## config.mk

```make
export PLATFORM = sky130hd
export DESIGN_NAME = cpu_6502
export DESIGN_NICKNAME = d
export VERILOG_FILES = /design/src/rtl/cpu_6502.sv
export SDC_FILE = /design/constraint.sdc
export NUM_CORES = 1
export LEC_CHECK = 0
export ABC_AREA = 1
export ABC_CLOCK_PERIOD_IN_PS = 2970
export CORE_UTILIZATION = 55
export CTS_CLUSTER_SIZE = 20
export DETAILED_ROUTE_END_ITERATION = 8
export PLACE_DENSITY = 0.78
export SYNTH_ARGS = -nofsm -noshare
export SYNTH_HDL_FRONTEND = slang
export SYNTH_SLANG_ARGS = --single-unit
```

## constraint.sdc

```tcl
create_clock -name clk_in -period 2.97 [get_ports clk_in]
set_clock_uncertainty 0.1 [all_clocks]
set_input_delay 0.297 -clock clk_in [delete_from_list [all_inputs] [get_ports clk_in]]
set_output_delay 0.297 -clock clk_in [all_outputs]
set_load 0.01 [all_outputs]
```

## src/rtl/cpu_6502.sv

```systemverilog
// cpu_6502: compact multi-cycle core running a subset of the MOS 6502 ISA.
// Cycle states T0..T3. Fetch and operand reads come from a memory that
// presents the addressed byte on data_in before the next rising edge.
// Optional build macro DECIMAL_MODE_EN: packed-BCD ADC/SBC when D=1.
module cpu_6502 #(
    parameter logic [15:0] RESET_PC = 16'h0000
) (
    input  logic        clk_in,
    input  logic        reset,
    output logic        READ_write,
    input  logic [7:0]  data_in,
    output logic [7:0]  data_out,
    output logic [15:0] address_out
);

    typedef enum logic [1:0] {T0, T1, T2, T3} state_t;

    state_t      state_q, state_d;
    logic [15:0] pc_q, pc_d;
    logic [7:0]  a_q, a_d, x_q, x_d, y_q, y_d;
    logic [7:0]  op_q, op_d, lo_q, lo_d, hi_q, hi_d;
    logic        n_q, n_d, v_q, v_d, d_q, d_d, z_q, z_d, c_q, c_d;

    logic        nz_upd;
    logic [7:0]  nz_val;
    logic        is_sub;
    logic [7:0]  operand;
    logic [9:0]  alu;
    logic [8:0]  res;
    logic        wr_cycle;

    // Binary add with carry-in; returns {carry, overflow, result}.
    function automatic logic [9:0] bin_arith(input logic [7:0] a, input logic [7:0] m,
                                             input logic cin);
        logic [8:0] sum;
        logic       ovf;
        sum = {1'b0, a} + {1'b0, m} + {8'h00, cin};
        ovf = (a[7] == m[7]) && (sum[7] != a[7]);
        return {sum[8], ovf, sum[7:0]};
    endfunction

`ifdef DECIMAL_MODE_EN
    // Packed BCD add/subtract; m is already complemented for subtract.
    // Returns {decimal carry (not-borrow for subtract), result}.
    function automatic logic [8:0] bcd_arith(input logic [7:0] a, input logic [7:0] m,
                                             input logic cin, input logic sub);
        logic [4:0] lo, hi;
        logic       lc, hc;
        lo = {1'b0, a[3:0]} + {1'b0, m[3:0]} + {4'h0, cin};
        lc = sub ? lo[4] : (lo > 5'd9);
        if (sub && !lc) lo = lo - 5'd6;
        if (!sub && lc) lo = lo + 5'd6;
        hi = {1'b0, a[7:4]} + {1'b0, m[7:4]} + {4'h0, lc};
        hc = sub ? hi[4] : (hi > 5'd9);
        if (sub && !hc) hi = hi - 5'd6;
        if (!sub && hc) hi = hi + 5'd6;
        return {hc, hi[3:0], lo[3:0]};
    endfunction
`endif

    // Bus outputs depend on registered state only (no path from data_in).
    always_comb begin
        wr_cycle    = (state_q == T3) && (op_q == 8'h8D);
        address_out = (state_q == T3) ? {hi_q, lo_q} : pc_q;
        READ_write  = !wr_cycle;
        data_out    = wr_cycle ? a_q : 8'h00;
    end

    // Sequencing, register-file and flag updates for the current cycle.
    always_comb begin
        state_d = state_q;
        pc_d    = pc_q;
        a_d     = a_q;
        x_d     = x_q;
        y_d     = y_q;
        op_d    = op_q;
        lo_d    = lo_q;
        hi_d    = hi_q;
        n_d     = n_q;
        v_d     = v_q;
        d_d     = d_q;
        z_d     = z_q;
        c_d     = c_q;
        nz_upd  = 1'b0;
        nz_val  = 8'h00;

        // SBC and CMP add the complement; CMP always behaves as carry-in 1.
        is_sub  = (op_q == 8'hE9) || (op_q == 8'hC9);
        operand = is_sub ? ~data_in : data_in;
        alu     = bin_arith(a_q, operand, (op_q == 8'hC9) ? 1'b1 : c_q);
        res     = {alu[9], alu[7:0]};
`ifdef DECIMAL_MODE_EN
        if (d_q && (op_q != 8'hC9)) res = bcd_arith(a_q, operand, c_q, is_sub);
`endif

        case (state_q)
            T0: begin
                op_d    = data_in;
                pc_d    = pc_q + 16'd1;
                state_d = T1;
            end
            T1: begin
                state_d = T0;
                case (op_q)
                    8'h18: c_d = 1'b0;                                         // CLC
                    8'h38: c_d = 1'b1;                                         // SEC
                    8'hD8: d_d = 1'b0;                                         // CLD
                    8'hF8: d_d = 1'b1;                                         // SED
                    8'hAA: begin nz_val = a_q;         x_d = nz_val; nz_upd = 1'b1; end // TAX
                    8'h8A: begin nz_val = x_q;         a_d = nz_val; nz_upd = 1'b1; end // TXA
                    8'hA8: begin nz_val = a_q;         y_d = nz_val; nz_upd = 1'b1; end // TAY
                    8'h98: begin nz_val = y_q;         a_d = nz_val; nz_upd = 1'b1; end // TYA
                    8'hE8: begin nz_val = x_q + 8'd1;  x_d = nz_val; nz_upd = 1'b1; end // INX
                    8'hCA: begin nz_val = x_q - 8'd1;  x_d = nz_val; nz_upd = 1'b1; end // DEX
                    8'hC8: begin nz_val = y_q + 8'd1;  y_d = nz_val; nz_upd = 1'b1; end // INY
                    8'h88: begin nz_val = y_q - 8'd1;  y_d = nz_val; nz_upd = 1'b1; end // DEY
                    8'hA9, 8'hA2, 8'hA0, 8'h69, 8'hE9, 8'h29, 8'h09, 8'h49, 8'hC9: begin
                        pc_d   = pc_q + 16'd1;
                        nz_upd = 1'b1;
                        case (op_q)
                            8'hA9: begin nz_val = data_in;       a_d = nz_val; end
                            8'hA2: begin nz_val = data_in;       x_d = nz_val; end
                            8'hA0: begin nz_val = data_in;       y_d = nz_val; end
                            8'h29: begin nz_val = a_q & data_in; a_d = nz_val; end
                            8'h09: begin nz_val = a_q | data_in; a_d = nz_val; end
                            8'h49: begin nz_val = a_q ^ data_in; a_d = nz_val; end
                            8'hC9: begin nz_val = alu[7:0];      c_d = alu[9]; end
                            default: begin                      // ADC / SBC
                                nz_val = res[7:0];
                                a_d    = nz_val;
                                c_d    = res[8];
                                v_d    = alu[8];
                            end
                        endcase
                    end
                    8'hAD, 8'h8D, 8'h4C: begin                                 // absolute
                        lo_d    = data_in;
                        pc_d    = pc_q + 16'd1;
                        state_d = T2;
                    end
                    default: state_d = T0;                                     // NOP / unknown
                endcase
            end
            T2: begin
                hi_d = data_in;
                if (op_q == 8'h4C) begin
                    pc_d    = {data_in, lo_q};
                    state_d = T0;
                end else begin
                    pc_d    = pc_q + 16'd1;
                    state_d = T3;
                end
            end
            default: begin                                                     // T3
                state_d = T0;
                if (op_q == 8'hAD) begin
                    nz_val = data_in;
                    a_d    = nz_val;
                    nz_upd = 1'b1;
                end
            end
        endcase

        if (nz_upd) begin
            n_d = nz_val[7];
            z_d = (nz_val == 8'h00);
        end
    end

    // State register; reset aborts any instruction in flight.
    always_ff @(posedge clk_in or negedge reset) begin
        if (!reset) begin
            state_q <= T0;
            pc_q    <= RESET_PC;
            a_q     <= 8'h00;
            x_q     <= 8'h00;
            y_q     <= 8'h00;
            op_q    <= 8'h00;
            lo_q    <= 8'h00;
            hi_q    <= 8'h00;
            n_q     <= 1'b0;
            v_q     <= 1'b0;
            d_q     <= 1'b0;
            z_q     <= 1'b0;
            c_q     <= 1'b0;
        end else begin
            state_q <= state_d;
            pc_q    <= pc_d;
            a_q     <= a_d;
            x_q     <= x_d;
            y_q     <= y_d;
            op_q    <= op_d;
            lo_q    <= lo_d;
            hi_q    <= hi_d;
            n_q     <= n_d;
            v_q     <= v_d;
            d_q     <= d_d;
            z_q     <= z_d;
            c_q     <= c_d;
        end
    end

endmodule

```

==> After elaboration in Yosys (flattened, before gate mapping) <==
Cells that the tools add are included.
W data, S select, Z words.
{ "word_totals": {"register_bits": 67, "in_bits": 10, "out_inout_bits": 25, "word_cells": 93} }
{ "classes": {"n_addsub": 7, "n_eq_ne": 31, "muxes": 20, "n_bitwise": 5, "n_reduce_logical": 21} }
{ "op_table": {"columns": ["cell", "count"], "rows": [
  ["$eq A8 B8 Y1 const B", 15],
  ["$pmux W8 S4", 2],
  ["$mux W16", 3],
  ["$pmux W16 S3", 1],
  ["$mux W8", 5],
  ["$pmux W8 S5", 1],
  ["$eq A8 B7 Y1 const B", 3],
  ["$pmux W8 S3", 1],
  ["$add A16 B1 Y16 const B", 1],
  ["$add A8 B1 Y8 const B", 2],
  ["$eq A8 B6 Y1 const B", 2],
  ["$pmux W8 S2", 1],
  ["$sub A8 B1 Y8 const B", 2],
  ["$reduce_or A12 Y1", 1],
  ["$add A8 B8 Y9", 1],
  ["$add A9 B1 Y9", 1],
  ["$reduce_and A3 Y1", 3],
  ["$reduce_or A9 Y1", 1],
  ["$and A8 B8 Y8", 1],
  ["$eq A8 B4 Y1 const B", 1],
  ["$eq A8 B5 Y1 const B", 1],
  ["$ne A2 B2 Y1 const B", 4],
  ["$not A8 Y8", 1],
  ["$or A8 B8 Y8", 1],
  ["other kinds (22)", 29]
]} }

==> Depth between registers and ports, before layout <==
{ "depth": {"ltp_word": 8, "ltp_mapped": 21, "depth_no_buf": 21} }

==> Least setup slack after synthesis <==
No wires, ideal clock.
{ "synth_timing": {"path_type": "reg-to-reg", "startpoint": "register op_q[2]", "endpoint": "register a_q[4]", "setup_time_ns": 0.065, "arrival_time_ns": 2.662, "t_required_ns": 2.805, "slack_ns": 0.143, "path_stages_with_launch": 20, "path_buffers": 0, "synth_period_minus_slack_ns": 2.827, "cell_sequence": "dfrtp_1 -> inv_1 -> nand2_1 -> nor2_4 -> nand2_1 -> nand2_4 -> xor2_1 -> fa_1 -> inv_1 -> fa_1 -> inv_1 -> nand2_1 -> nand2_1 -> nand2_1 -> or2_2 -> nand3_1 -> nand3_1 -> nand3_1 -> nand3_1 -> nand2_1"} }
{ "synth_between": {"elab_chain_len": 8, "elab_cells_between_ends": 26, "classes_between": "add/sub: 2; eq/ne: 14; mux: 5; reduce/logical: 5"} }
{ "synth_lines": {"columns": ["element", "line_no", "rtl"], "rows": [
  ["start, declared", "21", "logic [7:0] op_q, op_d, lo_q, lo_d, hi_q, hi_d;"],
  ["start signal, assigned", "192", "op_q <= op_d;"],
  ["$eq A8 B8 Y1, on equally long branches", "88, 104, 90", null],
  ["$logic_or A1 B1 Y1", "88", "is_sub = (op_q == 8'hE9) || (op_q == 8'hC9);"],
  ["$mux W8", "89", "operand = is_sub ? ~data_in : data_in;"],
  ["$add A8 B8 Y9", "37", "sum = {1'b0, a} + {1'b0, m} + {8'h00, cin};"],
  ["$add A9 B1 Y9", "37", null],
  ["$pmux W8 S5", "120", "case (op_q)"],
  ["$pmux W8 S3", "104", "case (op_q)"],
  ["$pmux W8 S2", "96", "case (state_q)"],
  ["end signal, assigned", "175", "a_q <= 8'h00;"],
  ["end signal, assigned", "189", "a_q <= a_d;"],
  ["end, declared", "20", "logic [7:0] a_q, a_d, x_q, x_d, y_q, y_d;"]
]} }
Parallel ways exist; a longest one is shown, timed or not.
A chain may end at the register's enable or synchronous reset.

==> Final worst setup path <==
{ "layout_timing": {"startpoint": "register op_q[6]", "endpoint": "output port data_out[6]"} }
{ "layout_between": {"elab_chain_len": 3} }
{ "layout_lines": {"columns": ["element", "line_no", "rtl"], "rows": [
  ["$eq A8 B8 Y1", "63", "wr_cycle = (state_q == T3) && (op_q == 8'h8D);"],
  ["$logic_and A1 B1 Y1", "63", null],
  ["$mux W8", "66", "data_out = wr_cycle ? a_q : 8'h00;"],
  ["end, declared", "12", "output logic [7:0] data_out,"]
]} }
No other way between the ends.

==> summary.md <==
| Metric | Value |
|---|---|
| Status | `complete, no violations` |
| Cell row count | `37` |
| Core area | `10,200 um2` |
| Chip width | `104 um` |
| Final setup violation count | `0` |
| Mapped Cells | `888` |
| I/O pins | `35` |
| DP HPWL | `13,200 um` |
| YS warnings | `0` |
| Synth top area cells | `dfrtp_1 (29%), nand2_1 (20%), nand3_1 (8.2%)` |
| Initial Util | `56.4%` |
| Hold buffers post-CTS | `0` |
| PwrDens | `618 nW/um2` |
| Final hold vios | `0` |
| Crit path kind | `register to primary output` |
| Lkg Pwr | `3.53 nW` |
| Setup crit start | `op_q[6]` |
| Top-count cell post-synth | `nand2_1` |
| DR WL/cell | `16.4 um` |
| Slew @ Worst Pin | `0.911 ns` |
| Fin nets | `1,001` |
| Cells along the critical path | `inv_1, nand2_1, nor2_2, buf_4, nand3_2, nor2_1, clkdlybuf4s50_1` |
| Largest net degree at the start of global routing | `68` |
| Reg2Reg Launch Point | `op_q[4]` |
| Synthesized flop and latch total | `67` |
| Non-filler cells, final | `1,092` |
| Post-synth top area share | `29.1%` |
| Die area | `10,900 um2` |
| Min Hold Slack | `0.0326 ns` |
| Post-synth EDFFs | `0` |
| Max FO, Critical Path | `9` |
| CP startpoint kind | `register` |
| CTS tree | `yes` |
| R2R depth | `19` |
| Detail-routed via count per cell | `5.72` |
| Unique cell type count in the Yosys netlist | `39` |
| Sequential element share of the synthesized area | `29.1%` |
| Clock transition at the registers of the reported paths | `0.08 ns` |
| Avg Cell Area, Syn | `6.49 um2` |
| Fillers | `930` |
| Clk sinks | `67` |
| Post-route ant nets | `0` |
| Rel. slew slack | `39.3%` |
| FF/Latch Area | `1680 um2` |
| Die height | `104 um` |
| Clock Tree Buf Depth | `2` |
| Minimum clock period | `2.90 ns` |
| Worst-skew pair later-pin latency | `0.36 ns` |
| Routability cong. | `1.01` |
| Initial antenna violation count | `0` |
| Initial DRC Count | `641` |
| Global-route wire length before repair | `28,500 um` |
| VDD IR max | `0.398 mV` |
| Worst path slowest cell | `clkdlybuf4s50_1` |
| Crit-path leading delay family | `simple AND/OR/NAND/NOR gates` |
| CP Capture Type | `primary output` |
| Root Buffer | `clkbuf_8` |
| P&R area growth vs syn | `16.6%` |
| Worst Hold Class | `primary input to asynchronous set/reset pin` |
| Asr flop ratio synth | `100%` |
| Fmax | `345 MHz` |
| DP Cell Count | `1,066` |
| I/O Buffers | `34` |
| DR vias | `6,250` |
| Crit path arrival time | `2.50 ns` |
| Synthesized Nets | `938` |
| Area of the multi-input gates | `3710 um2` |
| Number of global-route vias before repair | `5,605` |
| CTS Buf Count | `9` |
| H-tree Lvls | `3` |
| Fin crit share | `97.6%` |
| Worst path depth | `7` |
| Final wirelength | `17,900 um` |
| Layout cell share with drive strength beyond 1 | `12.7%` |
| Diode count | `0` |
| Area leader, netlist | `dfrtp_1` |
| Overall Global Routing Usage | `33.1%` |
| Max-cap check violation count | `0` |
| CP required | `2.57 ns` |
| Drt pass-1 iters | `7` |
| DRC viols | `0` |
| Commonest register cell after synthesis | `dfrtp_1` |
| Critical Path Max Stage Delay | `0.56 ns` |
| Commonest cells post-synth | `nand2_1 (303), nand3_1 (94), inv_1 (82)` |
| Grt ovf | `0` |
| Mapped cell area | `5770 um2` |
| Final slew viol count | `0` |
| WP buf/inv | `3` |
| Final Power | `4.16 mW` |
[layout by cell type, fill, tap and decap left out, types with 4 or more instances in the layout]
| cell type | count |
|---|---|
| nor3_1 | 5 |
| buf_4 | 37 |
| inv_1 | 79 |
| inv_2 | 16 |
| nor2_2 | 6 |
| o21ai_1 | 20 |
| o21ai_0 | 55 |
| nand2_1 | 299 |
| or2_2 | 8 |
| a21oi_1 | 30 |
| nor2_4 | 7 |
| nand2_2 | 8 |
| nand3_2 | 4 |
| nand4_1 | 14 |
| clkbuf_8 | 10 |
| dfrtp_1 | 66 |
| nor2_1 | 74 |
| nand3_1 | 92 |
| xor2_1 | 15 |
| clkdlybuf4s50_1 | 33 |
| ha_1 | 36 |
[metal layers]
layer	GRT usage (%)	up-vias	part of all wire, %	wire length (um)
met5	0	-	0	0
li1	-	2995	-	-
met1	43.8	2828	41	7330
met4	16.8	0	5.5	989
met2	52.6	346	45	7970
met3	4.95	81	9.0	1610
[area by class of cell]
class / instances / area share (%)
Clock buffer: 11 / 2.10
Clock inverter: 5 / 0.558
Inverter: 95 / 5.31
Multi-Input combinational cell: 706 / 55.2
Sequential cell: 67 / 25.0
Tap cell: 136 / 2.53
Timing Repair Buffer: 72 / 9.29
[what timing repair did]
item,in CTS,in global routing
pin swaps,0,7
resized for setup,3,20
setup endpoints to repair,6,9
buffers inserted,0,10
[report_power, final]
group	switching, mW	internal (mW)
combinational	1.08	0.805
clock	0.402	0.329
sequential	0.368	1.17
[flip-flops by register name, indices dropped and copies added (netlist names), 2 cells and up]
register,count
hi_q,8
y_q,8
op_q,8
lo_q,8
a_q,8
state_q,2
x_q,8
pc_q,16
[metrics by stage]
| stage | util (%) | cell area (um2) | setup TNS [ns] | worst slack [ns] |
|---|---|---|---|---|
| 2_1_floorplan | - | 5770 | 0 | 0.143 |
| 3_3_place_gp | 62.4 | 6390 | 0 | 0.126 |
| 3_5_place_dp | 62.4 | 6390 | 0 | 0.0195 |
| 4_1_cts | 64.3 | 6580 | 0 | 0.0423 |
| 5_1_grt | 65.7 | 6720 | -0.0466 | -0.0163 |
| 6_report | 65.7 | 6720 | 0 | 0.0703 |
[final timing paths]
path,endpoint,slack (ns)
setup / recovery,data_out[6],0.07
hold / removal,op_q[1],0.03
setup reg to reg,a_q[4],0.14
hold reg to reg,hi_q[3],0.39
max in group asynchronous,op_q[5],2.13
min in group clk_in,hi_q[3],0.39
[cells by family after synthesis]
group                      count (synthesis)  share of synthesized area, %
AOI/OAI and AO/OA                        117                          10.7
xor gates and xnor gates                  20                          3.04
adders and majority gates                 40                          9.20
buffers and inverters                    115                          7.79
DFF                                       67                          29.1
muxes                                      1                         0.174
and+or+nand+nor                          528                          40.0
Note: power is estimated with default switching activity, not from simulation.
